File: src/rtl/lsu_dmem_align.sv
// lsu_dmem_align: load/store access controller between the memory pipeline
// stage and data memory. It issues word-aligned requests with byte enables
// and lane-replicated store data, and handshakes with the memory
// (mem_req/mem_ack). It returns load data right-aligned and zero-padded,
// ready for the load extender. Misaligned accesses and the reserved mode
// are answered with rsp_err and never reach memory.
//
// Ports
//   clk, rst          : clock (rising edge), async active-high reset
//   req_valid/ready   : access request handshake (ready only while idle)
//   req_we            : 1 = store, 0 = load
//   req_accessmode    : 00 byte, 01 half, 10 word, 11 reserved
//   req_addr          : byte address
//   req_wdata         : store data, right-aligned
//   rsp_valid         : one-cycle completion pulse
//   rsp_err           : misaligned/reserved access, valid with rsp_valid
//   rsp_rdata         : aligned load data (zero for stores and errors)
//   mem_req/we/addr   : memory request, write flag, word address
//   mem_be, mem_wdata : byte enables, lane-replicated store data
//   mem_ack, mem_rdata: memory completion and read word (same cycle)
module lsu_dmem_align #(
  parameter int ADDR_WIDTH = 32
) (
  input  logic                  clk,
  input  logic                  rst,
  input  logic                  req_valid,
  output logic                  req_ready,
  input  logic                  req_we,
  input  logic [1:0]            req_accessmode,
  input  logic [ADDR_WIDTH-1:0] req_addr,
  input  logic [31:0]           req_wdata,
  output logic                  rsp_valid,
  output logic                  rsp_err,
  output logic [31:0]           rsp_rdata,
  output logic                  mem_req,
  output logic                  mem_we,
  output logic [ADDR_WIDTH-1:0] mem_addr,
  output logic [3:0]            mem_be,
  output logic [31:0]           mem_wdata,
  input  logic                  mem_ack,
  input  logic [31:0]           mem_rdata
);

  localparam logic [1:0] ST_IDLE   = 2'd0;
  localparam logic [1:0] ST_ACCESS = 2'd1;
  localparam logic [1:0] ST_RESP   = 2'd2;

  logic [1:0]            state_r;
  // Set for the single cycle after acceptance, while the latched request is
  // classified; this is what places mem_req one edge after the accept edge.
  logic                  pend_r;
  logic                  lat_we_r;
  logic [1:0]            lat_mode_r;
  logic [ADDR_WIDTH-1:0] lat_addr_r;
  logic [31:0]           lat_wdata_r;

  logic [1:0]            off_s;
  logic                  err_s;

  // Reserved mode, odd half-word offsets and non-zero word offsets are illegal.
  function automatic logic calc_err(input logic [1:0] mode, input logic [1:0] off);
    logic r;
    case (mode)
      2'b00:   r = 1'b0;
      2'b01:   r = off[0];
      2'b10:   r = (off != 2'b00);
      default: r = 1'b1;
    endcase
    return r;
  endfunction

  function automatic logic [3:0] calc_be(input logic [1:0] mode, input logic [1:0] off);
    logic [3:0] r;
    case (mode)
      2'b00:   r = 4'b0001 << off;
      2'b01:   r = 4'b0011 << off;
      2'b10:   r = 4'b1111;
      default: r = 4'b0000;
    endcase
    return r;
  endfunction

  // Replicate the store data across lanes so the byte enables pick the lane.
  function automatic logic [31:0] calc_wdata(input logic [1:0] mode, input logic [31:0] w);
    logic [31:0] r;
    case (mode)
      2'b00:   r = {4{w[7:0]}};
      2'b01:   r = {2{w[15:0]}};
      2'b10:   r = w;
      default: r = 32'h0000_0000;
    endcase
    return r;
  endfunction

  // Shift the addressed lane down to bit 0 and clear everything above it.
  function automatic logic [31:0] calc_rdata(input logic [1:0] mode, input logic [1:0] off,
                                             input logic [31:0] rd);
    logic [31:0] tmp;
    logic [31:0] r;
    tmp = rd >> {off, 3'b000};
    case (mode)
      2'b00:   r = {24'h00_0000, tmp[7:0]};
      2'b01:   r = {16'h0000, tmp[15:0]};
      2'b10:   r = tmp;
      default: r = 32'h0000_0000;
    endcase
    return r;
  endfunction

  assign off_s = lat_addr_r[1:0];
  assign err_s = calc_err(lat_mode_r, off_s);

  // Access FSM; every output is a register written here.
  always_ff @(posedge clk or posedge rst) begin
    if (rst) begin
      state_r     <= ST_IDLE;
      pend_r      <= 1'b0;
      lat_we_r    <= 1'b0;
      lat_mode_r  <= 2'b00;
      lat_addr_r  <= {ADDR_WIDTH{1'b0}};
      lat_wdata_r <= 32'h0000_0000;
      req_ready   <= 1'b1;
      rsp_valid   <= 1'b0;
      rsp_err     <= 1'b0;
      rsp_rdata   <= 32'h0000_0000;
      mem_req     <= 1'b0;
      mem_we      <= 1'b0;
      mem_addr    <= {ADDR_WIDTH{1'b0}};
      mem_be      <= 4'b0000;
      mem_wdata   <= 32'h0000_0000;
    end else begin
      case (state_r)
        ST_IDLE: begin
          if (pend_r) begin
            pend_r <= 1'b0;
            if (err_s) begin
              state_r   <= ST_RESP;
              rsp_valid <= 1'b1;
              rsp_err   <= 1'b1;
              rsp_rdata <= 32'h0000_0000;
            end else begin
              state_r   <= ST_ACCESS;
              mem_req   <= 1'b1;
              mem_we    <= lat_we_r;
              mem_addr  <= {lat_addr_r[ADDR_WIDTH-1:2], 2'b00};
              mem_be    <= calc_be(lat_mode_r, off_s);
              mem_wdata <= calc_wdata(lat_mode_r, lat_wdata_r);
            end
          end else if (req_valid) begin
            pend_r      <= 1'b1;
            req_ready   <= 1'b0;
            lat_we_r    <= req_we;
            lat_mode_r  <= req_accessmode;
            lat_addr_r  <= req_addr;
            lat_wdata_r <= req_wdata;
          end else begin
            req_ready <= 1'b1;
          end
        end
        ST_ACCESS: begin
          if (mem_ack) begin
            state_r   <= ST_RESP;
            mem_req   <= 1'b0;
            mem_we    <= 1'b0;
            mem_addr  <= {ADDR_WIDTH{1'b0}};
            mem_be    <= 4'b0000;
            mem_wdata <= 32'h0000_0000;
            rsp_valid <= 1'b1;
            rsp_err   <= 1'b0;
            rsp_rdata <= lat_we_r ? 32'h0000_0000 : calc_rdata(lat_mode_r, off_s, mem_rdata);
          end else begin
            state_r <= ST_ACCESS;
          end
        end
        ST_RESP: begin
          state_r   <= ST_IDLE;
          rsp_valid <= 1'b0;
          rsp_err   <= 1'b0;
          rsp_rdata <= 32'h0000_0000;
          req_ready <= 1'b1;
        end
        default: begin
          state_r   <= ST_IDLE;
          pend_r    <= 1'b0;
          req_ready <= 1'b1;
          rsp_valid <= 1'b0;
          rsp_err   <= 1'b0;
          rsp_rdata <= 32'h0000_0000;
          mem_req   <= 1'b0;
          mem_we    <= 1'b0;
          mem_addr  <= {ADDR_WIDTH{1'b0}};
          mem_be    <= 4'b0000;
          mem_wdata <= 32'h0000_0000;
        end
      endcase
    end
  end

endmodule

File: config.mk
export PLATFORM = sky130hd
export DESIGN_NAME = lsu_dmem_align
export DESIGN_NICKNAME = d
export VERILOG_FILES = /design/src/rtl/lsu_dmem_align.sv
export SDC_FILE = /design/constraint.sdc
export NUM_CORES = 1
export LEC_CHECK = 0
export ABC_CLOCK_PERIOD_IN_PS = 4800
export BUFFER_PORTS_ARGS = -buffer_cell sky130_fd_sc_hd__buf_2
export CAP_MARGIN = 10
export CORE_AREA = 2 2 133 135
export CTS_CLUSTER_DIAMETER = 100
export DETAILED_ROUTE_END_ITERATION = 8
export DIE_AREA = 0 0 135 137
export PLACE_DENSITY = 0.75
export SYNTH_ARGS = -nofsm -noshare
export SYNTH_HDL_FRONTEND = slang
export SYNTH_SLANG_ARGS = --single-unit
File: constraint.sdc
create_clock -name clk -period 4.8 [get_ports clk]
set_clock_uncertainty 0.15 [all_clocks]
set_input_delay 0.24 -clock clk [delete_from_list [all_inputs] [get_ports clk]]
set_output_delay 0.24 -clock clk [all_outputs]
set_load 0.05 [all_outputs]
# == Yosys cells after proc, flatten, opt, wreduce, memory -nomap -nowiden ==
# Cells that the tools add are included.
# word_totals
inputBits,103
register_bits,175
word_cells,80
out_inout_bits,105
# classes
shifts,3
bitwise,3
n_reduce_logical,8
mux,42
eq_ne,9
# op_table
cell,count
$pmux W32 S3,4
$mux W32,9
$pmux W32 S2,1
$shr A32 B5 Y32,1
$pmux W4 S3,2
$mux W1,12
$mux W4,3
$ne A2 B2 Y1 const B,5
$pmux W1 S3,3
$pmux W1 S2,4
$mux W2,3
$reduce_and A3 Y1,2
$eq A2 B1 Y1 const B,2
$eq A2 B2 Y1 const B,2
$logic_not A2 Y1,2
$pmux W2 S2,1
$reduce_and A4 Y1,1
$shl A1 B2 Y4 const A,1
$shl A2 B2 Y4 const A,1
$not A1 Y1,3
$reduce_and A2 Y1,1
$reduce_bool A2 Y1,1
$reduce_or A2 Y1,1

# == Depth between registers and ports, before layout ==
# Gate-level depths: netlist (run 1).
# depth
word_depth,5
ltp_mapped,9

# == Worst setup path after synthesis (run 1) ==
# Ideal clock, no wire load.
# synth_timing
path_type,reg-to-reg
startpoint,register state_r[0]
endpoint,register lat_wdata_r[10]
setup_slack_ps,2776
n_path_buf,3
t_required_ps,4525
synth_period_minus_slack_ps,2024
arrival_ps,1749
path_stages_with_launch,9
cell_sequence,dfrtp_1 -> inv_1 -> ha_1 -> buf_2 -> nor2b_4 -> nand2_1 -> buf_2 -> buf_2 -> mux2_2
# synth_between
elab_chain_cells,2
# synth_rtl
item,line_no,text
"start, declared",48,logic [1:0] state_r;
"start signal, assigned",116,state_r <= ST_IDLE;
"start signal, assigned",137,state_r <= ST_RESP;
"start signal, assigned",142,state_r <= ST_ACCESS;
$logic_not A2 Y1,132,case (state_r)
$reduce_and A3 Y1 (no line),-,
"end signal, assigned",155,lat_wdata_r <= req_wdata;
"end, declared",55,logic [31:0] lat_wdata_r;
# No other way between the ends.
# A chain may end at the register's enable or synchronous reset.

# == Worst setup path in the final report (run 1) ==
# layout_timing
startpoint,register lat_mode_r[0]
endpoint,register rsp_rdata[16]
# layout_between
elab_chain_cells,5
elab_cells_between_ends,10
classes_between,eq/ne (3); mux (5); reduce/logical (2)
# layout_rtl
item,line_no,text
"start, declared",53,logic [1:0] lat_mode_r;
"start signal, assigned",153,lat_mode_r <= req_accessmode;
$eq A2 B2 Y1 (tied with other cells),"63, 101",
$pmux W32 S3,101,case (mode)
$mux W32,170,"rsp_rdata <= lat_we_r ? 32'h0000_0000 : calc_rdata(lat_mode_r, off_s, mem_rdata);"
$mux W32,161,if (mem_ack) begin
$pmux W32 S2,132,
"end signal, assigned",170,
"end, declared",34,"output logic [31:0] rsp_rdata,"
# Parallel ways exist; a longest one is shown, timed or not. The select of a mux whose other input is x is not followed.

==> results of run 1 <==
routing by layer:
| layer | wire [µm] | vias up | track usage [%] |
|---|---|---|---|
| met1 | 9053 | 3316 | 30.46 |
| li1 | - | 3130 | - |
| met2 | 10590 | 246 | 38.30 |
| met5 | 0 | - | 0 |
| met4 | 525 | 0 | 9.259 |
| met3 | 1472 | 41 | 6.593 |
flip-flops by register name, summed over array words and instances, names as in the netlist:
register     count
lat_addr_r      32
lat_wdata_r     32
mem_wdata       32
rsp_rdata       32
mem_addr        30
mem_be           4
lat_mode_r       2
state_r          2
lat_we_r         1
mem_req          1
mem_we           1
pend_r           1
req_ready        1
rsp_err          1
rsp_valid        1
worst paths after layout:
path / start / to / slack, ps / depth (start not counted)
worst max-delay path: lat_mode_r[0] / rsp_rdata[16] / 1770 / 5
worst min-delay path: mem_rdata[23] / rsp_rdata[23] / 70 / 4
worst max register to register: lat_mode_r[0] / rsp_rdata[16] / 1770 / 5
worst min register to register: mem_wdata[13] / mem_wdata[13] / 350 / 1
max in group asynchronous: rst / lat_addr_r[8] / 3260 / 4
min in group asynchronous: rst / lat_wdata_r[14] / 420 / 4
worst max-delay path, delay by kind of cell, from the launching register on:
family,cells,cell delay [ps]
simple gates,1,290
compound gates,2,980
buf+inv,1,320
mux,1,340
flops,1,820
per-stage QoR:
| step | util [%] | setup slack (ps) | power [mW] |
|---|---|---|---|
| finish | 62.20 | 1766 | 7.892 |
| global route | 62.20 | 1525 | 8.336 |
| CTS | 62.20 | 1773 | 7.914 |
| detailed placement | 53.95 | 1788 | 6.396 |
| global placement | 53.95 | 1803 | 6.325 |
| floorplan | - | 2200 | 5.472 |
logic make-up (layout without fill, tap and decap cells):
logic type	after synthesis	count (layout)	share of synthesized area [%]
flip-flops	173	173	53.70
AO/OA/AOI/OAI	111	111	10.29
multiplexers	117	117	15.93
buffers and inverters	82	343	4.422
adder cells (fa/ha/maj)	3	3	0.4655
other	1	2	0.04650
AND/OR/NAND/NOR	239	239	15.04
XOR/XNOR	1	1	0.1086
cell usage in the layout, fill, tap and decap left out, types with 5 or more instances in the layout:
cell type / count
mux2i_1: 26
a21oi_1: 15
inv_1: 19
nand3b_1: 7
buf_4: 7
o21ai_0: 14
a22oi_1: 8
clkbuf_16: 17
o31ai_1: 7
nor2_1: 21
o2bb2ai_1: 9
nand2_1: 65
nand4_1: 39
a211oi_1: 16
a22o_1: 15
dlygate4sd3_1: 78
dfrtp_1: 172
mux2_2: 91
nand3_1: 82
a2bb2oi_1: 15
nor2b_1: 16
clkinvlp_4: 5
buf_2: 205
report_power, final:
group          switching [mW]  internal, mW  leakage, nW  total [mW]
clock                   0.612         0.845        0.293        1.46
combinational            2.65          1.30         2.64        3.96
sequential              0.444          2.04         2.22        2.48
total                    3.71          4.18         5.15        7.89
layout make-up:
type	instances	share of cell area, %
Clock buffer	18	4.140
Multi-Input combinational cell	473	32.17
Clock inverter	14	1.757
Timing Repair Buffer	291	17.71
Inverter	20	0.7430
Tap cell	225	2.654
Sequential cell	173	40.82
==> out/results.env, run 1 <==
ANTENNA-DIODE-COUNT=0
DETAILROUTE.VIA_COUNT=6733
PERIOD_MINUS_SLACK_PS=3034
CRITICAL_PATH_CLASS='reg -> reg'
AREA_OF_THE_MULTI_INPUT_GATES_UM2=3413
POSTCTSSETUPBUFFERS=0
DIEWIDTH_UM=135
WORST_SETUP_PATH_END_KIND='flop'
TIMING_MAX_TRANSITION_VIOLATIONS_FINAL=0
NUM-NETS-FINAL=1082
CRITICAL_PATH_REQUIRED_PS=4960
CRITPATHSLOWESTCELL='dfrtp_1'
DRIVE_GT1_SHARE_PCT=35.29
GRT_START_MAX_NET_PINS=174
GR-USAGE-ALL-LAYERS_PCT=23.70
SYNTH_MOST_COMMON_CELL='dfrtp_1'
PORT_BUFFER_COUNT=205
WORSTSKEWPAIRLATENCY_PS=430
GRT_SETUP_UNREPAIRED='no'
SYNTH_TOP_FLOP_CELL='dfrtp_1'
AVGSYNTHCELLAREA_UM2=11.09
TIMING.SLEW.HEADROOM_PCT=29.87
CRIT_PATH_CELL_TRACE='nor2_2 -> o21bai_4 -> o22ai_4 -> buf_4 -> mux2_2'
CTS_TREE='done'
FIN_CRIT_SH_PCT=63.20
CELLLEAKAGEPOWER_nW=5.153
INITIAL_UTILIZATION_PCT=47.28
PLACE_CONGESTION=0.7827
PLACEMENTROWS=48
CP_DATA_ARRIVAL_TIME_PS=3200
ASYNCSETRESETFLOPFRACSYNTH_PCT=100.0
SYNTH_EDF_COUNT=0
PLACE_AREA_UM2=9203
GLOBALROUTEOVERFLOWTOTAL=0
CP_SLOWEST_STAGE_DELAY_PS=820
DPL.HPWL_UM=13480
IR_DROP_uV=465.8
HOLD_BUFFERS=78
SYNTH_AREA_LEADERS='dfrtp_1 (53%), mux2_2 (13%), nand3_1 (5.1%)'
NUM-FILL-CELLS=1367
SYNTH_CELL_TYPE_COUNT=43
NETLIST_INSTANCES=727
STATUS='finished, final reports clean'
HOLD_PATH.CLASS='in -> reg'
SYNTHESIS.YOSYS.WARNINGS=0
CRITICAL_PATH.STARTPOINT_TYPE='flop'
FLOW.AREA_GROWTH_FROM_SYNTHESIS_PCT=31.56
SEQUENTIAL_CELL_AREA_UM2=4330
PIN_COUNT=208
AVGROUTEDWIREPERCELL_UM=17.83
GLOBAL_ROUTE_WIRE_LENGTH_BEFORE_REPAIR_UM=34040
FINISH.INSTANCE_AREA_UM2=10610
FP.DIEAREA_UM2=18500
SYN-CELL-AREA_UM2=8064
DRT.ANTENNA.VIOLATING_NETS=0
FLOORPLAN.CORE_AREA_UM2=17060
CTS_REPAIR_RESIZE_COUNT=0
POST_SYNTH_MOST_FREQUENT_CELLS='dfrtp_1 (172), mux2_2 (91), nand3_1 (82)'
CAP_VIOLATIONS=0
DIEHEIGHT_UM=137
YS_FF_LATCH=173
SEQ_AREA_FRAC_SYNTH_PCT=53.70
ANTENNA_VIOLATIONS_BEFORE_REPAIR=0
YOSYSTOPAREACELLSHARE_PCT=53.37
CLOCK_SINKS=173
FINAL.SETUP.TNS_PS=0
YOSYSTOPAREACELL='dfrtp_1'
TIMING.FINAL.SETUP_VIOLATIONS=0
WORST-SLEW-PIN-TRANSITION_PS=1052
CLK_PIN_SLEW_PS=70
CLK_ROOT_BUFFER_CELL='clkbuf_16'
HTREE_NUM_LEVELS=4
VIAS_PER_CELL=5.546
VIA_COUNT_OF_THE_FIRST_GLOBAL_ROUTING_PASS=6588
FINAL.HOLD.WORST_SLACK_PS=73.87
WORSTPATHMAXFANOUT=27
FMAX_GHz=0.3296
DRT_PRE_ANTENNA_ITERS=5
CTS_INSERTED_BUFFERS=17
FINAL_CELLS=1214
DRC_ERRORS=0
HOLD_VIOL_FINAL=0
DRT-INITIAL-DRC-COUNT=432
DP_CELLS=1104
POWER_PER_CELL_AREA_nW_PER_UM2=743.9
TOTALWIRELENGTH_UM=21640
CLOCK_PATH_BUFFERS=2
(Power assumes the default switching activity.)
==> run 2, diff against run 1 <==
--- a/config.mk
+++ b/config.mk
@@ -5,13 +5,14 @@
 export SDC_FILE = /design/constraint.sdc
 export NUM_CORES = 1
 export LEC_CHECK = 0
-export ABC_CLOCK_PERIOD_IN_PS = 4800
+export ABC_AREA = 1
+export ABC_CLOCK_PERIOD_IN_PS = 2500
 export BUFFER_PORTS_ARGS = -buffer_cell sky130_fd_sc_hd__buf_2
 export CAP_MARGIN = 10
-export CORE_AREA = 2 2 133 135
+export CORE_AREA = 2 2 130 132
 export CTS_CLUSTER_DIAMETER = 100
 export DETAILED_ROUTE_END_ITERATION = 8
-export DIE_AREA = 0 0 135 137
+export DIE_AREA = 0 0 132 134
 export PLACE_DENSITY = 0.75
 export SYNTH_ARGS = -nofsm -noshare
 export SYNTH_HDL_FRONTEND = slang
==> constraint.sdc (replaced) <==
create_clock -name clk -period 2.5 [get_ports clk]
set_clock_uncertainty 0.15 [all_clocks]
set_input_delay 0.125 -clock clk [delete_from_list [all_inputs] [get_ports clk]]
set_output_delay 0.125 -clock clk [all_outputs]
set_load 0.05 [all_outputs]
==> run 2 against run 1 <==
  * Synthesized cell count up 26%
  * Final cell count is 19% higher
  * Area after synthesis down 6.6%
  * Flip-flop and latch count stayed put
  * Critical path type unchanged
  * Largest cell class unchanged
==> out/results.env, run 2 <==
TOTALWIRELENGTH_UM=21910  # +1.2%
TIMING.SLEW.HEADROOM_PCT=59.60  # +30 points
VIAS_PER_CELL=4.980  # -10%
DIEHEIGHT_UM=134  # -2.2%
CTS_REPAIR_RESIZE_COUNT=0  # unchanged
ASYNCSETRESETFLOPFRACSYNTH_PCT=100.0  # unchanged
TIMING.FINAL.SETUP_VIOLATIONS=0  # unchanged
YS_FF_LATCH=173  # unchanged
PORT_BUFFER_COUNT=205  # unchanged
CP_DATA_ARRIVAL_TIME_PS=2420  # -780 ps
ANTENNA-DIODE-COUNT=0  # unchanged
MOSTFREQUENTLAYOUTCELL='nand2_1'
AVGROUTEDWIREPERCELL_UM=15.15  # -15%
CLK_PIN_SLEW_PS=70  # about the same
AVGSYNTHCELLAREA_UM2=8.246  # -26%
POWER_PER_CELL_AREA_nW_PER_UM2=1371  # +84%
GR-USAGE-ALL-LAYERS_PCT=25.71  # +2.0 points
NETLIST_INSTANCES=913  # +26%
CELL_INTERNAL_PWR_mW=7.371  # +76%
DRT-INITIAL-DRC-COUNT=552  # +28%
CRITICAL_PATH.STARTPOINT_TYPE='flop'
WORST_SETUP_PATH_END_KIND='flop'
PLACE_CONGESTION=0.8870  # +13%
CRITICAL-PATH-TOP-DELAY-FAMILY='simple AND/OR/NAND/NOR gates'
ANTENNA_VIOLATIONS_BEFORE_REPAIR=0  # unchanged
COMBINATIONALPOWERSHARE_PCT=49.0  # -1.1 points
SYNTH_CELL_TYPE_COUNT=29  # -33%
FINISH.INSTANCE_AREA_UM2=10450  # -1.5%
WORSTPATHMAXFANOUT=36  # +33%
CLKPWRFRAC_PCT=18.8  # +0.3 points
CRITPATHBUFINV=4  # +3
CLK_ROOT_BUFFER_CELL='clkbuf_16'
SYN-CELL-AREA_UM2=7528  # -6.6%
SYNTH_AREA_LEADERS='dfrtp_1 (57%), nand2_1 (23%), o21ai_0 (4.6%)'
PLACE_AREA_UM2=8807  # -4.3%
FLOORPLAN.CORE_AREA_UM2=16290  # -4.5%
STATUS='finished, final reports clean'
DIEWIDTH_UM=132  # -2.2%
CRIT_PATH_CELL_TRACE='inv_1 -> ha_1 -> inv_1 -> or2_2 -> nand2_1 -> inv_1 -> nand2_2 -> buf_4 -> nand2_1 -> nand2_1'
SEQ_AREA_FRAC_SYNTH_PCT=57.52  # +3.8 points
CAP_VIOLATIONS=0  # unchanged
CP_SLOWEST_STAGE_DELAY_PS=370  # -450 ps
CTS_TREE='done'
CRITPATHSLOWESTCELL='dfrtp_1'
SYNTH_MOST_COMMON_CELL='nand2_1'
PLACEMENTROWS=47  # -2.1%
POWER.SHARE.SEQUENTIAL_PCT=32.2  # +0.8 points
FIN_CRIT_SH_PCT=87.91  # +25 points
GRT_SETUP_UNREPAIRED='no'
POSTCTSSETUPBUFFERS=0  # unchanged
HOLD_PATH.CLASS='in -> reg'
DRC_ERRORS=0  # unchanged
GRT_START_MAX_NET_PINS=84  # -52%
SYNTH_EDF_COUNT=0  # unchanged
PERIOD_MINUS_SLACK_PS=2198  # -836.0 ps
P_SW_SHARE_PCT=48.57  # +1.6 points
DRT.ANTENNA.VIOLATING_NETS=0  # unchanged
NUM-NETS-FINAL=1319  # +22%
WORST-SLEW-PIN-TRANSITION_PS=604.1  # -447.8 ps
FLOW.AREA_GROWTH_FROM_SYNTHESIS_PCT=38.86
CRITICAL_PATH_CLASS='reg -> reg'
TOTAL_SWITCHING_POWER_mW=6.961  # +88%
SYNTHESIS.YOSYS.WARNINGS=0  # unchanged
DRIVE_GT1_SHARE_PCT=22.84  # -12 points
FP.DIEAREA_UM2=17690  # -4.4%
FINAL.SETUP.TNS_PS=0  # unchanged
YOSYSTOPAREACELL='dfrtp_1'
INITIAL_UTILIZATION_PCT=46.22  # -1.1 points
POST_SYNTH_MOST_FREQUENT_CELLS='nand2_1 (466), dfrtp_1 (172), o21ai_0 (69)'
HOLD_BUFFERS=105  # +35%
DETAILROUTE.VIA_COUNT=7201  # +7.0%
PIN_COUNT=208  # unchanged
VIA_COUNT_OF_THE_FIRST_GLOBAL_ROUTING_PASS=7140  # +8.4%
CRITICAL_PATH_REQUIRED_PS=2720  # -2240 ps
SYNTH_TOP_FLOP_CELL='dfrtp_1'
GLOBAL_ROUTE_WIRE_LENGTH_BEFORE_REPAIR_UM=35890  # +5.4%
IR_DROP_uV=679.5  # +46%
CLOCK_SINKS=173  # unchanged
HOLD_VIOL_FINAL=0  # unchanged
YOSYSTOPAREACELLSHARE_PCT=57.17  # +3.8 points
FMAX_GHz=0.4550  # +38%
CLOCK_PATH_BUFFERS=2  # unchanged
CTS_INSERTED_BUFFERS=17  # unchanged
TIMING_MAX_TRANSITION_VIOLATIONS_FINAL=0  # unchanged
CELLLEAKAGEPOWER_nW=5.680  # +10%
GLOBALROUTEOVERFLOWTOTAL=0  # unchanged
DRT_PRE_ANTENNA_ITERS=5  # unchanged
HTREE_NUM_LEVELS=4  # unchanged
LAYOUT.CELLS.MOST_COMMON_LIST='nand2_1 (466), buf_2 (205), dfrtp_1 (172)'
DPL.HPWL_UM=13700  # +1.6%
WORSTSKEWPAIRLATENCY_PS=430  # about the same
## run 2: changes by cell type after synthesis, sizes merged, moves of 16 or more
cell	change
a211oi	-16
nor2b	-17
nand4	-39
mux2i	-26
nand3	-39
nand2	+403
o21ai	+75
inv	+20
mux2	-91
## run 2: per-layer routing
layer  GRT usage [%]  vias to the layer above  wire length, µm
met1           33.19                     3319             9180
met5               0                        -                0
met3           5.253                       91             1290
li1                -                     3458                -
met4           12.92                        0             1001
met2           41.55                      333            10440
## run 2: layout make-up
type / instances / area (µm²)
multi-input combinational: 650 / 2776
clock buffer: 18 / 429.2
timing repair buffer: 331 / 2322
clock inverter: 14 / 166.4
fill: 1336 / 5836
sequential: 173 / 4330
tap: 220 / 275.3
inverter: 40 / 153.9
## run 2: power groups by stage
stage / Clock, mW / Combinational (mW) / Sequential, mW
finish: 2.69 / 7.03 / 4.61
global route: 2.85 / 7.65 / 4.74
global placement: 0 / 6.66 / 4.60
detailed placement: 0 / 6.75 / 4.62
floorplan: 0 / 3.18 / 6.46
CTS: 2.74 / 6.98 / 4.59
## run 2: per-stage QoR
stage / utilization, % / hold slack [ps] / power [mW] / setup WS [ps] / cells
detailed placement: 54.07 / 155.5 / 11.37 / 370.8 / 1309
floorplan: - / 84.62 / 9.640 / 15.14 / 914
global route: 64.18 / 34.04 / 15.24 / 44.19 / 1446
global placement: 54.07 / 150.0 / 11.26 / 428.0 / 1309
finish: 64.18 / 26.05 / 14.33 / 302.3 / 1446
CTS: 64.18 / 0.7468 / 14.30 / 303.9 / 1446
## run 2: final timing paths
| kind | startpoint | slack, ps | depth (start not counted) | endpoint |
|---|---|---|---|---|
| min reg2reg | mem_wdata[31] | 320 | 2 | mem_wdata[31] |
| max reg2reg | state_r[1] | 300 | 10 | mem_addr[16] |
| min in group asynchronous | rst | 240 | 4 | lat_addr_r[10] |
| max in group asynchronous | rst | 1580 | 4 | mem_wdata[22] |
| max | state_r[1] | 300 | 10 | mem_addr[16] |
| min | mem_rdata[9] | 30 | 5 | rsp_rdata[9] |
## run 2: worst register-to-register path: cells and delay by family (launching register included)
family	cells	cell delay, ps
buffers and inverters	4	600
flip-flops	1	370
AND/OR/NAND/NOR	5	780
adder cells (fa/ha/maj)	1	240
## run 2: logic make-up after synthesis
family | after synthesis | share of synthesized area (%)
flip-flops | 173 | 57.52
buffers and inverters | 91 | 5.717
AO/OA/AOI/OAI | 112 | 8.144
other | 1 | 0.04981
adder cells (fa/ha/maj) | 3 | 0.4986
AND/OR/NAND/NOR | 533 | 28.07
==> run 3, diff against run 2 <==
--- a/config.mk
+++ b/config.mk
@@ -6,7 +6,7 @@
 export NUM_CORES = 1
 export LEC_CHECK = 0
 export ABC_AREA = 1
-export ABC_CLOCK_PERIOD_IN_PS = 2500
+export ABC_CLOCK_PERIOD_IN_PS = 1900
 export BUFFER_PORTS_ARGS = -buffer_cell sky130_fd_sc_hd__buf_2
 export CAP_MARGIN = 10
 export CORE_AREA = 2 2 130 132
==> constraint.sdc (replaced) <==
create_clock -name clk -period 1.9 [get_ports clk]
set_clock_uncertainty 0.15 [all_clocks]
set_input_delay 0.095 -clock clk [delete_from_list [all_inputs] [get_ports clk]]
set_output_delay 0.095 -clock clk [all_outputs]
set_load 0.05 [all_outputs]
==> run 3 against run 2 <==
  * Core utilization is 3.0 points higher
  * Wire length is 5.6% higher
  * Maximum frequency is 16% higher
  * Sequential share of layout area is 1.8 points lower
  * Clock-buffer cell count is 2 higher
  * Hold slack better by 120 ps
  * Critical path depth is 1 higher
  * Power is 41% higher
  * Clock power is 34% higher
  * Final cell count is 1.2% higher
  * Combinational power is 49% higher
  * Critical endpoint is now mem_addr[30]
  * Largest cell class unchanged
  * Largest power group unchanged
  * Highest routed layer unchanged
==> out/results.env, run 3 (synthesis gave the netlist of run 2 again) <==
STATUS='finished, final reports clean'
VIA_COUNT_OF_THE_FIRST_GLOBAL_ROUTING_PASS=7088  # -0.73%
P_SW_SHARE_PCT=48.17  # -0.40 points
PLACE_WS_PS=4.812  # -365.9 ps
COMBINATIONALPOWERSHARE_PCT=52.0  # +3.0 points
FLOORPLAN.CORE_AREA_UM2=16290  # unchanged
GLOBAL_ROUTE_WIRE_LENGTH_BEFORE_REPAIR_UM=34840  # -2.9%
P_TOTAL_mW=20.16  # +41%
CP_DATA_ARRIVAL_TIME_PS=2060  # -360 ps
DRT_PRE_ANTENNA_ITERS=7  # +2
CLOCK_SINKS=173  # unchanged
PLACEMENTROWS=47  # unchanged
WORST_SETUP_PATH_END_KIND='flop'
CELL_INTERNAL_PWR_mW=10.45  # +42%
FINISH.INSTANCE_AREA_UM2=10940  # +4.7%
STARTPOINT_OF_THE_WORST_SETUP_TIMING_PATH='state_r[1]'
CRITICAL_PATH_CLASS='reg -> reg'
PLACE_CONGESTION=0.8686  # -2.1%
FIN_CRIT_SH_PCT=99.64  # +12 points
TOTALWIRELENGTH_UM=23140  # +5.6%
ANTENNA_VIOLATIONS_BEFORE_REPAIR=0  # unchanged
CTS_TREE='done'
RR_WORST_DEPTH=11  # +1
DRT.ANTENNA.VIOLATING_NETS=0  # unchanged
CLK_ROOT_BUFFER_CELL='clkbuf_16'
CRIT-REG2REG-CAPTURE='mem_addr[30]'
IR_DROP_uV=983.9  # +45%
PERIOD_MINUS_SLACK_PS=1893  # -304.5 ps
TIMING_MAX_TRANSITION_VIOLATIONS_FINAL=0  # unchanged
FINAL_CELLS=1464  # +1.2%
CRITICAL_PATH.REG2REG.STARTPOINT='state_r[1]'
TIMING.HOLD.WORST.START='req_valid'
FMAX_GHz=0.5282  # +16%
DRC_ERRORS=0  # unchanged
DRT-INITIAL-DRC-COUNT=596  # +8.0%
WHS_PATH_DEPTH=5  # unchanged
GR-USAGE-ALL-LAYERS_PCT=25.01  # -0.71 points
DIEHEIGHT_UM=134  # unchanged
FINAL.HOLD.WORST_SLACK_PS=143.0  # +117.0 ps
TIMING.SLEW.HEADROOM_PCT=60.48  # +0.89 points
TIMING.FINAL.WS_SETUP_PS=6.816  # -295.5 ps
TIMING.FINAL.SETUP_VIOLATIONS=0  # unchanged
TOTAL_SWITCHING_POWER_mW=9.710  # +39%
GLOBALROUTEOVERFLOWTOTAL=0  # unchanged
CLKPWRFRAC_PCT=17.9  # -0.9 points
TERMINATING_PIN_OF_THE_WORST_HOLD_PATH='lat_addr_r[7]'
HOLD_PATH.CLASS='in -> reg'
VIAS_PER_CELL=5.051  # +1.4%
CLK_PIN_SLEW_PS=70  # about the same
HTREE_NUM_LEVELS=4  # unchanged
FIN_UTIL_PCT=67.16  # +3.0 points
CELLLEAKAGEPOWER_nW=5.943  # +4.6%
FINAL.SETUP.TNS_PS=0  # unchanged
CTS_INSERTED_BUFFERS=17  # unchanged
LAYOUT.CELLS.MOST_COMMON_LIST='nand2_1 (435), buf_2 (205), dfrtp_1 (172)'
DIEWIDTH_UM=132  # unchanged
PIN_COUNT=208  # unchanged
CRITICAL_PATH_REQUIRED_PS=2070  # -650 ps
ANTENNA-DIODE-COUNT=0  # unchanged
GRT_START_MAX_NET_PINS=112  # +33%
NUM-NETS-FINAL=1337  # +1.4%
DRIVE_GT1_SHARE_PCT=27.57  # +4.7 points
HOLD_VIOL_FINAL=0  # unchanged
CRITICAL_PATH.STARTPOINT_TYPE='flop'
MOSTFREQUENTLAYOUTCELL='nand2_1'
CLOCK_PATH_BUFFERS=2  # unchanged
DP_CELLS=1318  # +0.69%
WORSTPATHMAXFANOUT=8  # -78%
FLOW.AREA_GROWTH_FROM_SYNTHESIS_PCT=45.32
DETAILROUTE.VIA_COUNT=7395  # +2.7%
DPL.HPWL_UM=13440  # -1.9%
AVGROUTEDWIREPERCELL_UM=15.81  # +4.3%
WORST-SLEW-PIN-TRANSITION_PS=592.8  # -11.33 ps
POWER.SHARE.SEQUENTIAL_PCT=30.1  # -2.1 points
PLACE_AREA_UM2=8900  # +1.1%
GRT_SETUP_UNREPAIRED='yes'
FP.DIEAREA_UM2=17690  # unchanged
R2R_SLACK_PS=7  # -300 ps
CAP_VIOLATIONS=0  # unchanged
PORT_BUFFER_COUNT=205  # unchanged
WORSTSKEWPAIRLATENCY_PS=430  # about the same
INITIAL_UTILIZATION_PCT=46.22  # unchanged
POWER_PER_CELL_AREA_nW_PER_UM2=1843  # +34%
[run 3: cell count changes in the layout (fill, tap and decap cells not counted), moves of 8 or more]
cell	delta
nand2_4	+9
buf_4	+8
nand2_1	-31
nand2_2	+22
[run 3: power groups by stage]
| stage | registers (mW) | logic [mW] | clock network [mW] |
|---|---|---|---|
| 2_1_floorplan | 8.51 | 4.18 | 0 |
| 3_3_place_gp | 6.04 | 9.08 | 0 |
| 3_5_place_dp | 6.06 | 9.24 | 0 |
| 4_1_cts | 6.02 | 9.44 | 3.66 |
| 5_1_grt | 6.24 | 11.3 | 3.82 |
| 6_report | 6.07 | 10.5 | 3.60 |
[run 3: final cells by class]
class / instances / area [µm²]
Timing Repair Buffer: 349 / 2620
Tap cell: 220 / 275.3
Clock inverter: 12 / 157.7
Fill cell: 1269 / 5349
Sequential cell: 173 / 4330
Multi-Input combinational cell: 650 / 2954
Inverter: 40 / 156.4
Clock buffer: 20 / 446.7
[run 3: timing repair]
item,CTS,global route
pin swaps,1,32
endpoints found under the setup margin,5,153
hold buffers,101,0
gates resized for setup,1,61
endpoints found under the hold margin,272,0
setup buffers,0,3
cloned,0,10
[run 3: worst max-delay path by stage]
stage                          to  slack [ps]
global route         mem_wdata[1]        -100
global placement          mem_req          60
finish               mem_addr[30]           7
CTS                       mem_req          10
detailed placement        mem_req           5
floorplan           lat_addr_r[0]        -550
[run 3: critical path, stage by stage, from the launching register on]
cell       delay [ps]
dfrtp_1           400
inv_2             110
ha_2              200
inv_1              60
or2_4             240
nand2_2            80
buf_6             100
nor2_4             50
buf_12            150
clkbuf_16         170
nand2_2            50
nand2_1            40
[run 3: per-layer routing]
| metal | routed length [µm] | GRT usage, % | vias up | share of wire, % |
|---|---|---|---|---|
| met5 | 0 | 0 | - | 0 |
| met2 | 11310 | 41.55 | 331 | 49 |
| met4 | 874 | 12.44 | 0 | 3.8 |
| met3 | 1423 | 4.686 | 81 | 6.1 |
| li1 | - | - | 3502 | - |
| met1 | 9534 | 31.61 | 3481 | 41 |
